**src/rtl/ex_stage.sv**
```systemverilog
// ex_stage: MIPS-subset execute stage, ALU decode/compute plus EX/MA pipeline latch
// Ports: CLK/RSTn (sync active-low reset); a_i/b_i rs/rt operands; op_i, rt_i, rd_i,
// shamt_i, funct_i instruction fields (imm16 = {rd_i, shamt_i, funct_i});
// alu_ctrl_o/c_o/z_o combinational ALU outputs; ma_c_o/ma_addr_o/ma_we_o EX/MA latch.
module ex_stage #(
  parameter int WORD_WIDTH    = 32,
  parameter int ALUCTRL_WIDTH = 4
) (
  input  logic                     CLK,
  input  logic                     RSTn,
  input  logic [WORD_WIDTH-1:0]    a_i,
  input  logic [WORD_WIDTH-1:0]    b_i,
  input  logic [5:0]               op_i,
  input  logic [4:0]               rt_i,
  input  logic [4:0]               rd_i,
  input  logic [4:0]               shamt_i,
  input  logic [5:0]               funct_i,
  output logic [ALUCTRL_WIDTH-1:0] alu_ctrl_o,
  output logic [WORD_WIDTH-1:0]    c_o,
  output logic                     z_o,
  output logic [WORD_WIDTH-1:0]    ma_c_o,
  output logic [4:0]               ma_addr_o,
  output logic                     ma_we_o
);
  localparam logic [ALUCTRL_WIDTH-1:0] ADD = 'h0, SUB = 'h1, AND = 'h2, OR = 'h3,
    XOR = 'h4, NOR = 'h5, SLT = 'h6, SLTU = 'h7, SLL = 'h8, SRL = 'h9, SRA = 'hA,
    LUI = 'hB, NOP = 'hF;
  logic                     r_type, var_sh, sext;
  logic [ALUCTRL_WIDTH-1:0] ctrl;
  logic [15:0]              imm16;
  logic [WORD_WIDTH-1:0]    opb, c;
  logic [4:0]               sh, dest;
  logic                     we;
  logic [WORD_WIDTH-1:0]    ma_c_d, ma_c_q;
  logic [4:0]               ma_addr_d, ma_addr_q;
  logic                     ma_we_d, ma_we_q;
  assign r_type = op_i == 6'h00;
  assign imm16  = {rd_i, shamt_i, funct_i};
  always_comb begin
    ctrl   = NOP;
    var_sh = 1'b0;
    if (r_type)
      case (funct_i)
        6'h20, 6'h21: ctrl = ADD;
        6'h22, 6'h23: ctrl = SUB;
        6'h24: ctrl = AND;
        6'h25: ctrl = OR;
        6'h26: ctrl = XOR;
        6'h27: ctrl = NOR;
        6'h2A: ctrl = SLT;
        6'h2B: ctrl = SLTU;
        6'h00: ctrl = SLL;
        6'h02: ctrl = SRL;
        6'h03: ctrl = SRA;
        6'h04: begin ctrl = SLL; var_sh = 1'b1; end
        6'h06: begin ctrl = SRL; var_sh = 1'b1; end
        6'h07: begin ctrl = SRA; var_sh = 1'b1; end
        default: ctrl = NOP;
      endcase
    else
      case (op_i)
        6'h08, 6'h09: ctrl = ADD;
        6'h0A: ctrl = SLT;
        6'h0B: ctrl = SLTU;
        6'h0C: ctrl = AND;
        6'h0D: ctrl = OR;
        6'h0E: ctrl = XOR;
        6'h0F: ctrl = LUI;
        default: ctrl = NOP;
      endcase
  end
  // Arithmetic/compare immediates sign-extend; logical immediates zero-extend.
  assign sext = op_i inside {6'h08, 6'h09, 6'h0A, 6'h0B};
  assign opb  = r_type ? b_i
              : sext ? {{(WORD_WIDTH-16){imm16[15]}}, imm16}
              : {{(WORD_WIDTH-16){1'b0}}, imm16};
  assign sh   = var_sh ? a_i[4:0] : shamt_i;
  always_comb begin
    c = '0;
    case (ctrl)
      ADD:  c = a_i + opb;
      SUB:  c = a_i - opb;
      AND:  c = a_i & opb;
      OR:   c = a_i | opb;
      XOR:  c = a_i ^ opb;
      NOR:  c = ~(a_i | opb);
      SLT:  c = {{(WORD_WIDTH-1){1'b0}}, $signed(a_i) < $signed(opb)};
      SLTU: c = {{(WORD_WIDTH-1){1'b0}}, a_i < opb};
      SLL:  c = b_i << sh;
      SRL:  c = b_i >> sh;
      SRA:  c = $unsigned($signed(b_i) >>> sh);
      LUI:  c = {imm16, {(WORD_WIDTH-16){1'b0}}};
      default: c = '0;
    endcase
  end
  assign dest       = r_type ? rd_i : rt_i;
  assign we         = (ctrl != NOP) && (dest != 5'd0);
  assign alu_ctrl_o = ctrl;
  assign c_o        = c;
  assign z_o        = c == '0;
  assign ma_c_d     = c;
  assign ma_addr_d  = dest;
  assign ma_we_d    = we;
  always_ff @(posedge CLK) begin
    if (!RSTn) begin
      ma_c_q    <= '0;
      ma_addr_q <= '0;
      ma_we_q   <= 1'b0;
    end else begin
      ma_c_q    <= ma_c_d;
      ma_addr_q <= ma_addr_d;
      ma_we_q   <= ma_we_d;
    end
  end
  assign ma_c_o    = ma_c_q;
  assign ma_addr_o = ma_addr_q;
  assign ma_we_o   = ma_we_q;
endmodule

```
**config.mk**
```make
export PLATFORM = sky130hd
export DESIGN_NAME = ex_stage
export DESIGN_NICKNAME = d
export VERILOG_FILES = /design/src/rtl/ex_stage.sv
export SDC_FILE = /design/constraint.sdc
export NUM_CORES = 1
export LEC_CHECK = 0
export CAP_MARGIN = 20
export CELL_PAD_IN_SITES_DETAIL_PLACEMENT = 1
export CELL_PAD_IN_SITES_GLOBAL_PLACEMENT = 2
export CORE_AREA = 2 2 271 166
export CTS_CLUSTER_SIZE = 10
export DETAILED_ROUTE_END_ITERATION = 8
export DIE_AREA = 0 0 273 168
export HOLD_SLACK_MARGIN = 0.12
export PLACE_DENSITY = 0.81
export SYNTH_ARGS = -nofsm -noshare
export SYNTH_HDL_FRONTEND = slang
export SYNTH_SLANG_ARGS = --single-unit
```
**constraint.sdc**
```tcl
create_clock -name CLK -period 7.8 [get_ports CLK]
set_input_delay 1.56 -clock CLK [delete_from_list [all_inputs] [get_ports CLK]]
set_output_delay 1.56 -clock CLK [all_outputs]
set_load 0.02 [all_outputs]
```
==> impl_metrics.env, run 1 <==
export IMPL_status="complete, but fails checks"
export IMPL_violations="setup timing"
export IMPL_path_cells="clkdlybuf4s50_1 -> buf_4 -> nand2b_2 -> nand4_1 -> buf_6 -> buf_12 -> mux2i_4 -> buf_4 -> buf_4 -> nand2_1 -> buf_4 -> o221ai_1 -> nor2_1 -> o32a_1 -> o21ai_1 -> buf_4 -> clkdlybuf4s50_1"
export IMPL_fin_util_pct=49.63
export IMPL_gp_congestion=1.225
export IMPL_numPlacedInstances=3178
export IMPL_critical_path_required_ps=6240
export IMPL_vias=20580
export IMPL_drtPass1Iterations=9
export IMPL_dieArea_mm2=0.04586
export IMPL_antenna_left=0
export IMPL_fin_area_mm2=0.02176
export IMPL_boundaryPins=168
export IMPL_ys_ff_latch=38
export IMPL_cts_buffer_depth=2
export IMPL_drt_total_wl_um=92880
export IMPL_crit_fanout=14
export IMPL_syn_area_per_cell_um2=6.751
export IMPL_cts_tree="built"
export IMPL_grt_util_met2_pct=54.27
export IMPL_grt_pass1_vias=20390
export IMPL_layout_setup_ws_ps=-131.0
export IMPL_finalCriticalPeriod_ps=7931
export IMPL_cp_slowest_cell="clkdlybuf4s50_1"
export IMPL_cap_viol_max_count=0
export IMPL_post_dp_hpwl_um=74630
export IMPL_ir_worst_vdd_uv=106.3
export IMPL_finalCritPeriodShare_pct=101.7
export IMPL_synth_edf_count=0
export IMPL_syn_nets=2034
export IMPL_area_growth_pct=75.06
export IMPL_post_route_drc_count=0
export IMPL_io_buffers=167
export IMPL_clkTransAtPathRegs_ps=60
export IMPL_grt_overflow=0
export IMPL_slew_headroom_pct=32.50
export IMPL_yosysWarnings=0
export IMPL_die_h_um=168
export IMPL_gr_usage_all_layers_pct=38.12
export IMPL_avgRoutedWirePerCell_um=28.61
export IMPL_dp_slack_ps=-1353
export IMPL_nNetsFinal=2846
export IMPL_use_met3_pct=15.69
export IMPL_synth_seq_area_share_pct=6.120
export IMPL_setup_violations=5
export IMPL_synthFlopType="dfxtp_1"
export IMPL_hold_viol=0
export IMPL_grt_max_degree=40
export IMPL_ys_async_sr_fraction_pct=0
export IMPL_cts_sinks=38
export IMPL_slew_violations=0
export IMPL_core_area_mm2=0.04384
export IMPL_fmax_ghz=0.1261
export IMPL_rsz0062_at_grt="true"
export IMPL_root_buffer="clkbuf_16"
export IMPL_synth_cell_types=107
export IMPL_cp_end_kind="primary output"
export IMPL_antenna_found_initial=3
export IMPL_cp_start_kind="input port"
export IMPL_drtIter0Drc=2918
export IMPL_die_x_um=273
export IMPL_viasPerCell=6.339
export IMPL_met1_usage_pct=50.88
export IMPL_hold_buffers=0
export IMPL_timing_critical_path_max_delay_family="buffers and inverters"
export IMPL_synth_top_area_share_pct=9.865
export IMPL_cpMostUsedCell="buf_4"
export IMPL_yosysMostFrequentCell="nand2_1"
export IMPL_drive_gt1_share_pct=39.04
export IMPL_worstMarginPinSlew_ps=1013
export IMPL_synth_common_cells="nand2_1 (209), nor2_1 (141), a21oi_1 (139)"
export IMPL_synth_area_mm2=0.01243
export IMPL_synth_cells=1841
export IMPL_rows=60
export IMPL_leakagePower_nw=9.810
export IMPL_synthTopCellsByArea="ha_1 (9.9%), nand2_1 (6.3%), dfxtp_1 (6.1%)"
export IMPL_postPlaceCellArea_mm2=0.01985
export IMPL_ctsHtreeMaxLevel=2
export IMPL_worstSetupPathType="in -> out"
export IMPL_initial_core_util_pct=28.35
export IMPL_holdCritPathClass="in -> reg"
export IMPL_grt_pass1_wl_um=132600
export IMPL_p_per_area_mw_per_mm2=83.51
export IMPL_crit_arrival_ps=6370
export IMPL_path_buf_inv=9
export IMPL_yosysTopAreaCell="ha_1"
export IMPL_fin_cells=3246
export IMPL_numCtsBuffers=5
export IMPL_top_usage_layer="met2"
export IMPL_max_stage_delay_ps=610
==> what timing repair did <==
| item | CTS | global route |
|---|---|---|
| endpoints found under the setup margin | 30 | 28 |
| buffers inserted | 27 | 26 |
| resized for setup | 160 | 128 |
| pin swaps | 37 | 68 |
| hold endpoints to repair | 0 | 0 |
| cloned | 1 | 3 |
==> path summary, 6_finish.rpt <==
kind,start,to,slack (ps),depth (start not counted)
worst max-delay path,funct_i[0],c_o[7],-130,17
worst min-delay path,rt_i[2],ma_addr_o[2],1930,3
==> cell usage in the layout, fill, tap and decap left out, types with 20 or more instances in the layout <==
cell,n
dfxtp_1,38
clkdlybuf4s50_1,148
a22oi_1,36
o21ai_0,82
ha_1,77
a211oi_1,57
nor3_1,53
nand3_1,44
o22ai_1,20
buf_4,748
and2_1,24
o21ai_1,21
nor2b_1,20
nand2_1,202
inv_1,130
a21oi_1,121
o211ai_1,25
nor2_1,133
mux2i_1,67
==> routing by layer <==
metal / wire (µm) / vias up
li1: - / 8554
met1: 37300 / 10030
met2: 36320 / 1660
met5: 199 / -
met4: 4675 / 8
met3: 14380 / 322
==> where the power goes <==
group	switching [mW]	total, mW	internal (mW)	leakage, nW
Combinational	0.751	1.34	0.589	9.40
Clock	0.0799	0.272	0.192	0.0971
Sequential	0.00238	0.205	0.203	0.310
Total	0.833	1.82	0.984	9.81
==> flip-flops by register name (all words and copies together), names as in the netlist <==
signal / count
ma_we_o: 1
ma_addr_o: 5
ma_c_o: 32
==> layout make-up <==
cell class / instances / area, µm²
clock buffers: 6 / 138.9
flip-flops and latches: 38 / 760.7
well taps: 589 / 737.0
multi-input cells: 1523 / 11690
diodes: 3 / 7.507
inverters: 137 / 514.2
clock inverters: 2 / 60.06
fillers: 5471 / 22080
repair buffers: 948 / 7846
==> cells by family (layout without fill, tap and decap cells) <==
kind of cell | Yosys count | in the layout | synth area share [%]
flops | 38 | 38 | 6.120
fa+ha+maj | 101 | 101 | 10.27
simple gates | 613 | 613 | 23.64
compound gates | 684 | 684 | 38.86
other cells | 0 | 3 | 0
buf+inv | 281 | 1093 | 9.734
mux | 107 | 108 | 10.19
xor+xnor | 17 | 17 | 1.198
==> metrics by stage <==
step	power [mW]	hold slack (ps)	TNS, ps
CTS	1.687	1930	-94.92
global placement	1.316	2199	-8296
global route	1.871	1957	-222.2
finish	1.817	1929	-303.6
floorplan	0.6925	1705	0
detailed placement	1.357	2215	-12030
No activity file was read; power rests on OpenSTA's default activity.
==> inputs of run 2 (changes only) <==
--- a/config.mk
+++ b/config.mk
@@ -12,7 +12,6 @@
 export CTS_CLUSTER_SIZE = 10
 export DETAILED_ROUTE_END_ITERATION = 8
 export DIE_AREA = 0 0 273 168
-export HOLD_SLACK_MARGIN = 0.12
 export PLACE_DENSITY = 0.81
 export SYNTH_ARGS = -nofsm -noshare
 export SYNTH_HDL_FRONTEND = slang
==> results of run 2 <==
Final layout, timing and power as in run 1 (identical DEF).
